[src/rtl/bin2bcd_seq.sv]
//------------------------------------------------------------------------------
// bin2bcd_seq
//
// Iterative (double-dabble) binary-to-BCD converter. One binary bit is shifted
// into the BCD field per clock, so a conversion of an IN_W-bit value takes
// IN_W cycles. The result is registered, saturated to DIGITS digits and handed
// to the multiplexed 7-segment display together with an overflow flag.
//
// Optional feature macro: BIN2BCD_BLANK_EN
//   When defined, a registered leading-zero blank mask is produced on 'blank'.
//   When undefined, the 'blank' port and its logic are absent.
//
// Parameters:
//   IN_W       width of the binary input
//   DIGITS     BCD digits presented on bcd_out
//   INT_DIGITS internal BCD digits (10**INT_DIGITS > 2**IN_W, >= DIGITS)
//
// Ports:
//   clk_50Mhz  in   system clock
//   rst        in   asynchronous reset, active-high
//   start      in   conversion request, sampled only while idle
//   bin_in     in   unsigned binary value, captured on the accepted start edge
//   busy       out  high while a conversion is in progress
//   done       out  one-cycle pulse, result outputs update in the same cycle
//   bcd_out    out  BCD result, units digit in [3:0]
//   overflow   out  result did not fit in DIGITS digits (bcd_out shows 9s)
//   blank      out  leading-zero blank mask (BIN2BCD_BLANK_EN only)
//------------------------------------------------------------------------------
module bin2bcd_seq #(
    parameter int IN_W       = 16,
    parameter int DIGITS     = 4,
    parameter int INT_DIGITS = 5
) (
    input  logic                  clk_50Mhz,
    input  logic                  rst,
    input  logic                  start,
    input  logic [IN_W-1:0]       bin_in,
    output logic                  busy,
    output logic                  done,
    output logic [4*DIGITS-1:0]   bcd_out,
    output logic                  overflow
`ifdef BIN2BCD_BLANK_EN
    ,
    output logic [DIGITS-1:0]     blank
`endif
);

    localparam int BCD_W = 4 * INT_DIGITS;
    localparam int SR_W  = BCD_W + IN_W;
    localparam int OUT_W = 4 * DIGITS;
    localparam int CNT_W = (IN_W > 1) ? $clog2(IN_W) : 1;
    localparam logic [CNT_W-1:0] LAST_ITER = CNT_W'(IN_W - 1);

    typedef enum logic [0:0] {
        IDLE  = 1'b0,
        SHIFT = 1'b1
    } state_t;

    state_t             state_q,    state_d;
    logic [SR_W-1:0]    shiftReg_q, shiftReg_d;
    logic [CNT_W-1:0]   count_q,    count_d;
    logic               done_q,     done_d;
    logic [OUT_W-1:0]   bcdOut_q,   bcdOut_d;
    logic               overflow_q, overflow_d;

    logic [SR_W-1:0]    adjusted;
    logic [SR_W-1:0]    shifted;
    logic [BCD_W-1:0]   bcdFinal;
    logic [OUT_W-1:0]   bcdSat;
    logic               satOverflow;

`ifdef BIN2BCD_BLANK_EN
    logic [DIGITS-1:0]  blank_q, blank_d;
    logic [DIGITS-1:0]  blankNext;
    logic               zeroAbove;
`endif

    // One double-dabble step: every BCD digit that is 5 or more gets +3 so
    // that the following left shift carries correctly into the next decade.
    // A digit is at most 9 here, so the adjusted value never exceeds 4'hC.
    always_comb begin
        adjusted = shiftReg_q;
        for (int d = 0; d < INT_DIGITS; d++) begin
            if (shiftReg_q[IN_W + 4*d +: 4] >= 4'd5) begin
                adjusted[IN_W + 4*d +: 4] = shiftReg_q[IN_W + 4*d +: 4] + 4'd3;
            end
        end
        shifted = adjusted << 1;
    end

    // On the final iteration the upper field of the shifted register is the
    // complete internal BCD result.
    assign bcdFinal = shifted[SR_W-1:IN_W];

    // Saturation: any non-zero digit beyond the displayed ones means the value
    // cannot be shown, so the display gets all nines and the overflow flag.
    always_comb begin
        satOverflow = 1'b0;
        for (int d = DIGITS; d < INT_DIGITS; d++) begin
            if (bcdFinal[4*d +: 4] != 4'd0) begin
                satOverflow = 1'b1;
            end
        end
        bcdSat = satOverflow ? {DIGITS{4'h9}} : bcdFinal[OUT_W-1:0];
    end

`ifdef BIN2BCD_BLANK_EN
    // Leading-zero blanking, scanned from the most significant digit down.
    // Digit 0 is never blanked so a value of zero still shows a single "0".
    always_comb begin
        blankNext = '0;
        zeroAbove = 1'b1;
        for (int d = DIGITS - 1; d > 0; d--) begin
            zeroAbove    = zeroAbove & (bcdSat[4*d +: 4] == 4'd0);
            blankNext[d] = zeroAbove & ~satOverflow;
        end
    end
`endif

    // Next-state logic. IDLE waits for start and loads the shift register;
    // SHIFT runs one iteration per clock and publishes the result on the
    // edge that completes the last iteration, returning straight to IDLE so
    // a new start can be taken during the done cycle.
    always_comb begin
        state_d    = state_q;
        shiftReg_d = shiftReg_q;
        count_d    = count_q;
        done_d     = 1'b0;
        bcdOut_d   = bcdOut_q;
        overflow_d = overflow_q;
`ifdef BIN2BCD_BLANK_EN
        blank_d    = blank_q;
`endif
        case (state_q)
            IDLE: begin
                if (start) begin
                    state_d    = SHIFT;
                    shiftReg_d = {{BCD_W{1'b0}}, bin_in};
                    count_d    = '0;
                end
            end
            SHIFT: begin
                shiftReg_d = shifted;
                count_d    = count_q + CNT_W'(1);
                if (count_q == LAST_ITER) begin
                    state_d    = IDLE;
                    done_d     = 1'b1;
                    bcdOut_d   = bcdSat;
                    overflow_d = satOverflow;
`ifdef BIN2BCD_BLANK_EN
                    blank_d    = blankNext;
`endif
                end
            end
            default: begin
                state_d = IDLE;
            end
        endcase
    end

    // State and result registers. Reset abandons any conversion in flight and
    // clears the published outputs immediately.
    always_ff @(posedge clk_50Mhz or posedge rst) begin
        if (rst) begin
            state_q    <= IDLE;
            shiftReg_q <= '0;
            count_q    <= '0;
            done_q     <= 1'b0;
            bcdOut_q   <= '0;
            overflow_q <= 1'b0;
        end else begin
            state_q    <= state_d;
            shiftReg_q <= shiftReg_d;
            count_q    <= count_d;
            done_q     <= done_d;
            bcdOut_q   <= bcdOut_d;
            overflow_q <= overflow_d;
        end
    end

`ifdef BIN2BCD_BLANK_EN
    // Blank mask register, updated on the same edge as bcd_out.
    always_ff @(posedge clk_50Mhz or posedge rst) begin
        if (rst) begin
            blank_q <= '0;
        end else begin
            blank_q <= blank_d;
        end
    end

    assign blank = blank_q;
`endif

    assign busy     = (state_q == SHIFT);
    assign done     = done_q;
    assign bcd_out  = bcdOut_q;
    assign overflow = overflow_q;

endmodule

[config.mk]
export PLATFORM = sky130hd
export DESIGN_NAME = bin2bcd_seq
export DESIGN_NICKNAME = d
export VERILOG_FILES = /design/src/rtl/bin2bcd_seq.sv
export SDC_FILE = /design/constraint.sdc
export NUM_CORES = 1
export LEC_CHECK = 0
export ABC_AREA = 0
export CORE_ASPECT_RATIO = 0.8
export CORE_MARGIN = 2
export CORE_UTILIZATION = 30
export CTS_BUF_LIST = sky130_fd_sc_hd__clkbuf_16
export DETAILED_ROUTE_END_ITERATION = 16
export PLACE_DENSITY = 0.57
export SLEW_MARGIN = 5
export SYNTH_ARGS = -nofsm -noshare
export SYNTH_HDL_FRONTEND = slang
export SYNTH_SLANG_ARGS = --single-unit
[constraint.sdc]
create_clock -name clk_50Mhz -period 2.4 [get_ports clk_50Mhz]
set_input_delay 0.48 -clock clk_50Mhz [delete_from_list [all_inputs] [get_ports clk_50Mhz]]
set_output_delay 0.48 -clock clk_50Mhz [all_outputs]
set_load 0.1 [all_outputs]
==> results.yml <==
outcome:
  status: "complete, no violations"
die:
  die_w_um: 116
  die_h_um: 93.4
  die-area_um2: 10800
  core_region_area_um2: 9690
  num_io_pins: 38
  start_util_pct: 30.9
  num_rows: 32
synthesis:
  synth_cell_types: 32
  synth_fa_ha_area_share_pct: 4.59
  synth_compound_area_share_pct: 13.9
  synth_edf_count: 0
  synth_ff_type: "dfrtp_1"
  yosysWarnings: 0
  synthMuxAreaShare_pct: 12.4
  synth_top_area_cell: "dfrtp_1"
  synth_cells: 284
  yosys.area_share.simple_pct: 14.5
  avgSynthCellArea_um2: 10.6
  synthesis.nets: 314
  yosysTopAreaCellShare_pct: 49.2
  synth_xor_area_share_pct: 1.46
  synth_seq_cells: 59
  async_flop_share_pct: 100
  ys_seq_area_share_pct: 49.2
  syn_area_um2: 3000
  synth_top_family_by_area: "simple AND/OR/NAND/NOR gates"
  synth_area_leaders: "dfrtp_1 (49%), mux2i_1 (10%), ha_1 (4.6%)"
critical_path:
  endpoint_kind: "flop"
  ff2ff_setup_slack_ns: 0.45
  worstPathArrival_ns: 2.20
  worstPathRequired_ns: 2.65
  cp_slowest_cell: "dfrtp_1"
  timing.rr.start: "shiftReg_q[32]"
  r2r_end: "bcd_out[3]"
  crit_fanout: 9
  critPathLaunchType: "flop"
  critPathMaxStageDelay_ns: 0.43
  worst-setup-path-type: "reg -> reg"
  worst-r2r-cell-count: 8
  path_cells: "inv_1 -> ha_1 -> nand2b_1 -> a21oi_2 -> mux2_4 -> and3_1 -> buf_4 -> a31oi_2"
place:
  gp_congestion: 0.751
  hpwl_um: 4080
  portBuffers: 37
drt:
  drc_errors: 0
  via_per_inst: 4.55
  first_pass_iters: 4
  num_vias: 2118
  post_drt_wl_per_cell_um: 13.0
  drt_first_iter_violations: 126
  ant_nets: 0
  wl_um: 6060
timing:
  setup_viol: 0
  slew_headroom_pct: 59.5
  finalCritPeriodShare_pct: 81.3
  skew_ns: 0.00671
  fin_tns_setup_ns: 0
  worst_pin_slew_ns: 0.604
  fmax_ghz: 0.513
  hold_viol: 0
  slew_violations: 0
  holdWs_ns: 0.461
  rsz0062_at_grt: "false"
  period_minus_slack_ns: 1.95
clock_tree:
  clock-sinks: 59
  root_buffer: "clkbuf_16"
  htree_levels: 3
  clk_path_buf_depth: 2
  cts.reportedPaths.clkPinSlew_ns: 0.05
  cts.repair.resized: 0
  insertion_delay_ns: 0.33
  ctsHoldBuffers: 0
  cts_setup_buffers: 0
  tritoncts: "built"
  cts_buffers: 9
global_route:
  grt_pass1_vias: 2041
  grtUsageTotal_pct: 12.2
  grt_max_degree: 39
  overflow: 0
  antenna_found_initial: 0
  grt_pass1_wl_um: 9920
layout:
  seq_area_um2: 1480
  final_common_cell: "dfrtp_1"
  multi_input_area_um2: 1400
  mostFrequentLayoutCells: "dfrtp_1 (58), mux2i_1 (31), nand2_1 (29)"
  fillerInstances: 975
  num_antenna_cells: 0
  drive_above_1_share_pct: 16.1
  nNetsFinal: 355
  area_delta_synth_final_pct: 26.3
min_path:
  holdCritPathClass: "in -> async"
job:
  maxCapViolCount: 0
stage by stage:
step                utilization [%]  worst slack (ns)  std cells  cell area (um2)
detailed placement             36.3             0.450        450             3510
global route                   39.1             0.304        465             3790
finish                         39.1             0.449        465             3790
floorplan                         -             0.407        284             3000
CTS                            39.1             0.438        465             3790
global placement               36.3             0.520        450             3510
flip-flops by register name (all words and copies together) (netlist names):
| signal | count |
|---|---|
| busy | 1 |
| shiftReg_q | 36 |
| overflow | 1 |
| count_q | 4 |
| bcd_out | 16 |
| done | 1 |
layer usage:
layer  up-vias  track usage, %  routed length [um]
met2        46            18.5                2730
met1       994            15.6                2870
met5         -               0                   0
li1       1069               -                   -
met3         9            4.86                 351
met4         0            5.06                 108
Yosys cell counts (2+ instances only):
master	instances
nand2b_1	21
ha_1	11
nor2_1	15
mux2i_1	31
nor2b_1	2
o31ai_1	13
o21ai_0	21
mux2_2	4
and3_1	2
buf_2	4
a21oi_1	18
o21ai_1	2
nand2_1	29
nor3b_1	8
a31oi_2	6
clkbuf_1	8
xnor2_1	5
inv_1	12
dfrtp_1	59
how the worst max path moves through the flow:
stage	from	endpoint
after floorplan	busy	bcd_out[0]
after global placement	shiftReg_q[32]	bcd_out[3]
after detailed placement	shiftReg_q[32]	bcd_out[3]
after CTS	shiftReg_q[32]	bcd_out[3]
after global routing	shiftReg_q[32]	bcd_out[3]
final	shiftReg_q[32]	bcd_out[3]
critical path: cells and delay by family, from the launching register on:
kind / cells / cell delay [ns]
flip-flops: 1 / 0.43
AO/OA/AOI/OAI: 2 / 0.37
multiplexers: 1 / 0.34
buffers and inverters: 2 / 0.28
AND/OR/NAND/NOR: 2 / 0.24
adder cells (fa/ha/maj): 1 / 0.22
layout make-up:
| class | count | area share, % |
|---|---|---|
| Multi-Input combinational cell | 198 | 37.1 |
| Clock inverter | 6 | 1.29 |
| Clock buffer | 9 | 5.95 |
| Sequential cell | 59 | 39.0 |
| Tap cell | 136 | 4.49 |
| Inverter | 13 | 1.29 |
| Timing Repair Buffer | 44 | 10.9 |
kinds of logic (layout without fill, tap and decap cells):
| kind of cell | after synthesis | after routing |
|---|---|---|
| xor gates and xnor gates | 5 | 5 |
| adders and majority gates | 11 | 11 |
| muxes | 36 | 36 |
| and+or+nand+nor | 83 | 83 |
| DFF | 59 | 59 |
| AOI/OAI and AO/OA | 63 | 63 |
| buffers and inverters | 27 | 72 |
Power is left out: the tool's default activity adds up to more than one toggle a clock period on the data nets, which glitch-free logic cannot reach.
